`src/rtl/cdb_arbiter_if.sv`:
```
// rtl/cdb_arbiter_if.sv - functional-unit result ports and common data bus grouped for the CDB arbiter
interface cdb_arbiter_if #(
    parameter int N_UNITS = 4,
    parameter int CDB_W   = 40
);
    logic [N_UNITS*CDB_W-1:0] u_data;
    logic [N_UNITS-1:0]       u_valid;
    logic [N_UNITS-1:0]       u_ready;
    logic                     cdb_stall;
    logic                     clear;
    logic [CDB_W-1:0]         cdb;
    logic                     cdb_valid;

    // master: units plus CDB consumer side; slave: the arbiter itself
    modport master (
        output u_data, u_valid, cdb_stall, clear,
        input  u_ready, cdb, cdb_valid
    );

    modport slave (
        input  u_data, u_valid, cdb_stall, clear,
        output u_ready, cdb, cdb_valid
    );
endinterface

```
`src/rtl/cdb_arbiter.sv`:
```
// rtl/cdb_arbiter.sv - round-robin result arbiter driving the common data bus (optional CDB_ARB_STATS_EN conflict counter)
module cdb_arbiter #(
    parameter int N_UNITS = 4,
    parameter int CDB_W   = 40      // RSV_ID_W (8) + DATA_W (32)
) (
    input  logic         clk,
    input  logic         rst,
    cdb_arbiter_if.slave bus
`ifdef CDB_ARB_STATS_EN
    ,
    output logic [31:0]  conflict_cnt
`endif
);
    localparam int PTR_W = (N_UNITS > 1) ? $clog2(N_UNITS) : 1;

    logic [PTR_W-1:0] rr_ptr;
    logic [PTR_W-1:0] grant_idx;
    logic [PTR_W-1:0] next_ptr;
    logic             grant_any;
    logic [CDB_W-1:0] grant_data;
    int               idx;

    // Walk the search order backwards so the first valid unit after rr_ptr is the last one written.
    always_comb begin
        grant_any = 1'b0;
        grant_idx = '0;
        idx       = 0;
        if (!rst && !bus.clear && !bus.cdb_stall) begin
            for (int k = N_UNITS - 1; k >= 0; k--) begin
                idx = (int'(rr_ptr) + k) % N_UNITS;
                if (bus.u_valid[PTR_W'(idx)]) begin
                    grant_any = 1'b1;
                    grant_idx = PTR_W'(idx);
                end
            end
        end
    end

    always_comb begin
        bus.u_ready = '0;
        grant_data  = '0;
        for (int k = 0; k < N_UNITS; k++) begin
            if (grant_idx == PTR_W'(k)) begin
                bus.u_ready[k] = grant_any;
                grant_data     = bus.u_data[k*CDB_W +: CDB_W];
            end
        end
    end

    assign next_ptr = (grant_idx == PTR_W'(N_UNITS - 1)) ? '0 : grant_idx + 1'b1;

    // cdb keeps its last value when idle; only cdb_valid qualifies it.
    always_ff @(posedge clk or posedge rst) begin
        if (rst) begin
            bus.cdb_valid <= 1'b0;
            bus.cdb       <= '0;
            rr_ptr        <= '0;
        end else if (bus.clear) begin
            bus.cdb_valid <= 1'b0;
            rr_ptr        <= '0;
        end else if (grant_any) begin
            bus.cdb_valid <= 1'b1;
            bus.cdb       <= grant_data;
            rr_ptr        <= next_ptr;
        end else begin
            bus.cdb_valid <= 1'b0;
        end
    end

`ifdef CDB_ARB_STATS_EN
    // Counts grants made while at least one other unit was left waiting.
    always_ff @(posedge clk or posedge rst) begin
        if (rst) begin
            conflict_cnt <= '0;
        end else if (grant_any && ($countones(bus.u_valid) >= 2)) begin
            conflict_cnt <= conflict_cnt + 32'd1;
        end
    end
`endif
endmodule

```
`src/flat_wrapper.sv`:
```
// flat-port wrapper written by rule: the top's interface ports become plain ports
module cdb_arbiter_flat 
#(
    parameter int N_UNITS = 4,
    parameter int CDB_W   = 40                                   
)
  (clk, rst, bus_u_data, bus_u_valid, bus_cdb_stall, bus_clear, bus_u_ready, bus_cdb, bus_cdb_valid);
  cdb_arbiter_if #(.N_UNITS(N_UNITS), .CDB_W(CDB_W)) bus_i ();
  input  logic clk;
  input  logic rst;
  input wire logic [$bits(bus_i.u_data)-1:0] bus_u_data;
  input wire logic [$bits(bus_i.u_valid)-1:0] bus_u_valid;
  input wire logic [$bits(bus_i.cdb_stall)-1:0] bus_cdb_stall;
  input wire logic [$bits(bus_i.clear)-1:0] bus_clear;
  output wire logic [$bits(bus_i.u_ready)-1:0] bus_u_ready;
  output wire logic [$bits(bus_i.cdb)-1:0] bus_cdb;
  output wire logic [$bits(bus_i.cdb_valid)-1:0] bus_cdb_valid;
  assign bus_i.u_data = bus_u_data;
  assign bus_i.u_valid = bus_u_valid;
  assign bus_i.cdb_stall = bus_cdb_stall;
  assign bus_i.clear = bus_clear;
  assign bus_u_ready = bus_i.u_ready;
  assign bus_cdb = bus_i.cdb;
  assign bus_cdb_valid = bus_i.cdb_valid;
  cdb_arbiter #(.N_UNITS(N_UNITS), .CDB_W(CDB_W)) u_core (.clk(clk), .rst(rst), .bus(bus_i));
endmodule
```
`config.mk`:
```
export PLATFORM = sky130hd
export DESIGN_NAME = cdb_arbiter_flat
export DESIGN_NICKNAME = d
export VERILOG_FILES = /design/src/rtl/cdb_arbiter_if.sv /design/src/rtl/cdb_arbiter.sv /design/src/flat_wrapper.sv
export SDC_FILE = /design/constraint.sdc
export NUM_CORES = 1
export LEC_CHECK = 0
export CORE_ASPECT_RATIO = 1.1
export CORE_MARGIN = 3
export CORE_UTILIZATION = 39
export DETAILED_ROUTE_END_ITERATION = 7
export PLACE_DENSITY = 0.87
export SYNTH_ARGS = -nofsm -noshare
export SYNTH_HDL_FRONTEND = slang
export SYNTH_SLANG_ARGS = --single-unit
```
`constraint.sdc`:
```
create_clock -name clk -period 7.3 [get_ports clk]
set_input_delay 1.46 -clock clk [delete_from_list [all_inputs] [get_ports clk]]
set_output_delay 1.46 -clock clk [all_outputs]
set_load 0.05 [all_outputs]
```
==> key figures <==
Floorplanning
  • Total core area: 0.00768 sq mm
  • # rows: 33
  • Count of boundary I/O pins: 213
  • Height of the die: 101 um
  • Chip Width: 92.1 um
  • Die area: 0.00928 sq mm
  • Initial core utilization: 41.4%

Synth
  • Dominant synthesized flop cell: sky130_fd_sc_hd__dfrtp_1
  • Synth Register Bits: 43
  • Yosys synthesis warning count: 0
  • Count of cell types in the netlist: 32
  • Share of synthesized area occupied by flip-flops and latches: 33.8%
  • Post-Syn Nets: 572
  • Top post-synthesis cells by area: sky130_fd_sc_hd__dfrtp_1, sky130_fd_sc_hd__a21oi_1, sky130_fd_sc_hd__a221o_1
  • Share of synthesized flip-flops with an asynchronous set or reset: 100%
  • Synthesized area per cell: 7.96 sq um
  • Post-synth EDFFs: 0
  • Cells after Synth: 400
  • Library cell occupying the most area in the post-synthesis netlist: sky130_fd_sc_hd__dfrtp_1
  • Commonest cells in the synthesized netlist: sky130_fd_sc_hd__a21oi_1, sky130_fd_sc_hd__dfrtp_1, sky130_fd_sc_hd__inv_1
  • Fraction of post-synthesis cell area in the top cell type by area: 33.8%
  • Cell area after synthesis: 0.00318 sq mm
  • Dominant cell by count in the synthesized netlist: sky130_fd_sc_hd__a21oi_1

Clocking
  • Cell at the root of the clock tree: sky130_fd_sc_hd__clkbuf_8
  • Deepest clock path buffer count: 2
  • Post_cts resized: 0
  • Hold bufs inserted after CTS: 0
  • Setup bufs post-CTS: 0
  • Insertion delay to the later sink of the worst-skew pair: 290 ps
  • Clock input transition at the sequential cells of the worst setup and hold paths: 80 ps
  • Clock sink count: 43
  • Maximum level of the CTS H-tree: 2
  • TritonCTS Buffers: 5
  • Clock tree from TritonCTS: yes

STA
  • Max Transition Viols Final: 0
  • Fin Clk Skew: 9.89 ps
  • Worst-case headroom to the max-slew limit: 37.2%
  • Upper clock frequency limit: 165 MHz
  • Setup repair after global routing missed its margin: false
  • Final setup violation count: 0
  • Transition time of the tightest slew-check pin: 940 ps
  • Final Critical Period: 6060 ps
  • Share of the clock period used by the worst path after layout: 83.0%
  • Final setup TNS: 0 ps
  • Final Hold Vio Count: 0

Worst setup path
  • Worst R2R Path Depth: 8
  • Endpoint arrival time on the critical path: 4600 ps
  • Largest fanout on the critical path: 46
  • Crit start category: input pin
  • End point of the critical path: bus_u_ready[2]
  • Category of the critical setup timing path: in -> out
  • Required time at the worst-slack endpoint: 5840 ps
  • Critical R2R Capture: u_core.bus.cdb[2]
  • R2r setup slk: 4460 ps
  • Reg2Reg Launch Point: u_core.rr_ptr[1]
  • Crit path capture type: primary output
  • Critical Path Source: bus_u_valid[2]

GRT
  • Combined global-route utilization of all metal layers: 24.6%
  • Maximum number of pins on one net before global-route repair: 81
  • Number of global-route vias before repair: 3783
  • Number of antenna violations at the first check in global routing: 0
  • Global-route wire length before repair: 18700 um
  • Final global-route overflow total: 0

Pwr
  • Comb power frac: 50.4%
  • Power Dens Cells: 172 mW/mm^2
  • Leakage: 0.00212 uW
  • Internal portion of total power: 552 uW
  • Maximum ir drop on the vdd rail: 0.0837 mV
  • Sequential group share of total power: 33.3%
  • Fraction of power spent switching nets: 40.1%
  • Switching power total: 370 uW
  • Clock network fraction of design power: 16.3%
  • Total design power: 922 uW

Layout
  • Finished Core Util: 69.7%
  • Ant diodes: 0
  • Area of the multi-input gates: 0.00174 sq mm
  • Layout cell share with drive strength beyond 1: 4.14%
  • Fin nets: 751
  • Count of filler cells inserted in the layout: 625
  • Area delta synth->final: 68.2%
  • Finished Cell Area: 0.00535 sq mm
  • FF/Latch Area: 0.00108 sq mm

Route
  • Wire per inst: 17.1 um
  • Detailed Route WL: 11700 um
  • Routed Antenna Nets: 0
  • Number of DRC violations after detailed routing: 0
  • Pre-Repair DR Iteration Count: 4
  • Via-to-Cell Ratio: 5.52
  • Number of DRC violations after detailed-routing iteration 0: 175
  • Routed via count: 3778

Run
  • Max-cap check violation count: 0

Outcome
  • Result of the run: completed

Placed design
  • Count of buffers from port buffering: 212
  • Final Wtd Congestion: 0.816
  • Area post-placement: 0.00527 sq mm
  • Detailed Place HPWL: 8400 um

Worst hold path
  • Class of the tightest hold or removal check: reg -> reg
==> final cells by class <==
class / instances / share of cell area (%)
Timing Repair Buffer: 217 / 40.3
Multi-Input combinational cell: 269 / 32.5
Sequential cell: 43 / 20.1
Inverter: 43 / 3.06
Tap cell: 105 / 2.45
Clock buffer: 6 / 1.36
Clock inverter: 2 / 0.234
==> power groups by stage <==
| stage | clock network (uW) | registers [uW] | logic [uW] |
|---|---|---|---|
| global route | 161 | 313 | 490 |
| CTS | 156 | 307 | 468 |
| finish | 150 | 307 | 465 |
| detailed placement | 0 | 311 | 467 |
| floorplan | 0 | 466 | 99.0 |
| global placement | 0 | 308 | 461 |
==> through the flow <==
stage,hold WS (ps),instances,worst slack [ps]
3_5_place_dp,536,677,1270
4_1_cts,557,685,1270
3_3_place_gp,530,677,1310
6_report,552,685,1240
5_1_grt,578,685,1120
2_1_floorplan,580,400,2440
==> kinds of logic (layout without fill, tap and decap cells) <==
kind of cell / Yosys count / after routing / share of synthesized area (%)
flops: 43 / 43 / 33.8
compound gates: 166 / 166 / 34.2
fa+ha+maj: 4 / 4 / 1.57
mux: 2 / 2 / 0.668
simple gates: 97 / 97 / 17.9
buf+inv: 88 / 268 / 11.8
==> how the worst min path moves through the flow <==
stage / slack (ps) / end / start / depth (start not counted)
after floorplan: 580 / u_core.rr_ptr[1] / u_core.rr_ptr[1] / 2
after global placement: 530 / u_core.bus.cdb[35] / u_core.bus.cdb[35] / 2
after detailed placement: 540 / u_core.bus.cdb[35] / u_core.bus.cdb[35] / 2
after CTS: 560 / u_core.bus.cdb[35] / u_core.bus.cdb[35] / 2
after global routing: 580 / u_core.bus.cdb[33] / u_core.bus.cdb[33] / 2
final: 550 / u_core.bus.cdb[35] / u_core.bus.cdb[35] / 2
==> cell usage in the layout, fill, tap and decap left out, drive strengths merged, types with 2 or more instances in the layout <==
cell type,n
nand2b,2
nand3b,40
inv,43
or3,2
clkdlybuf4s50,211
dfrtp,43
and3,4
buf,6
a31oi,40
nor3,2
ha,4
a21oi,82
a221o,40
clkbuf,6
nand2,41
==> sequential cells by signal, indices dropped and copies added, names as in the netlist <==
register / count
u_core.rr_ptr: 2
u_core.bus.cdb_valid: 1
u_core.bus.cdb: 40
==> routing by layer <==
layer	track usage [%]	up-vias	wire, um
met2	44.7	180	5910
met4	6.63	0	213
li1	-	1821	-
met3	6.80	15	1180
met5	0	-	0
met1	28.4	1762	4440
==> worst max-delay path: stages <==
cell,delay (ps)
sky130_fd_sc_hd__clkdlybuf4s50_1,450
sky130_fd_sc_hd__or4_2,1150
sky130_fd_sc_hd__nand2_4,260
sky130_fd_sc_hd__or2_2,150
sky130_fd_sc_hd__ha_2,170
sky130_fd_sc_hd__and3_1,130
sky130_fd_sc_hd__clkdlybuf4s50_1,810
(Power assumes the default switching activity.)
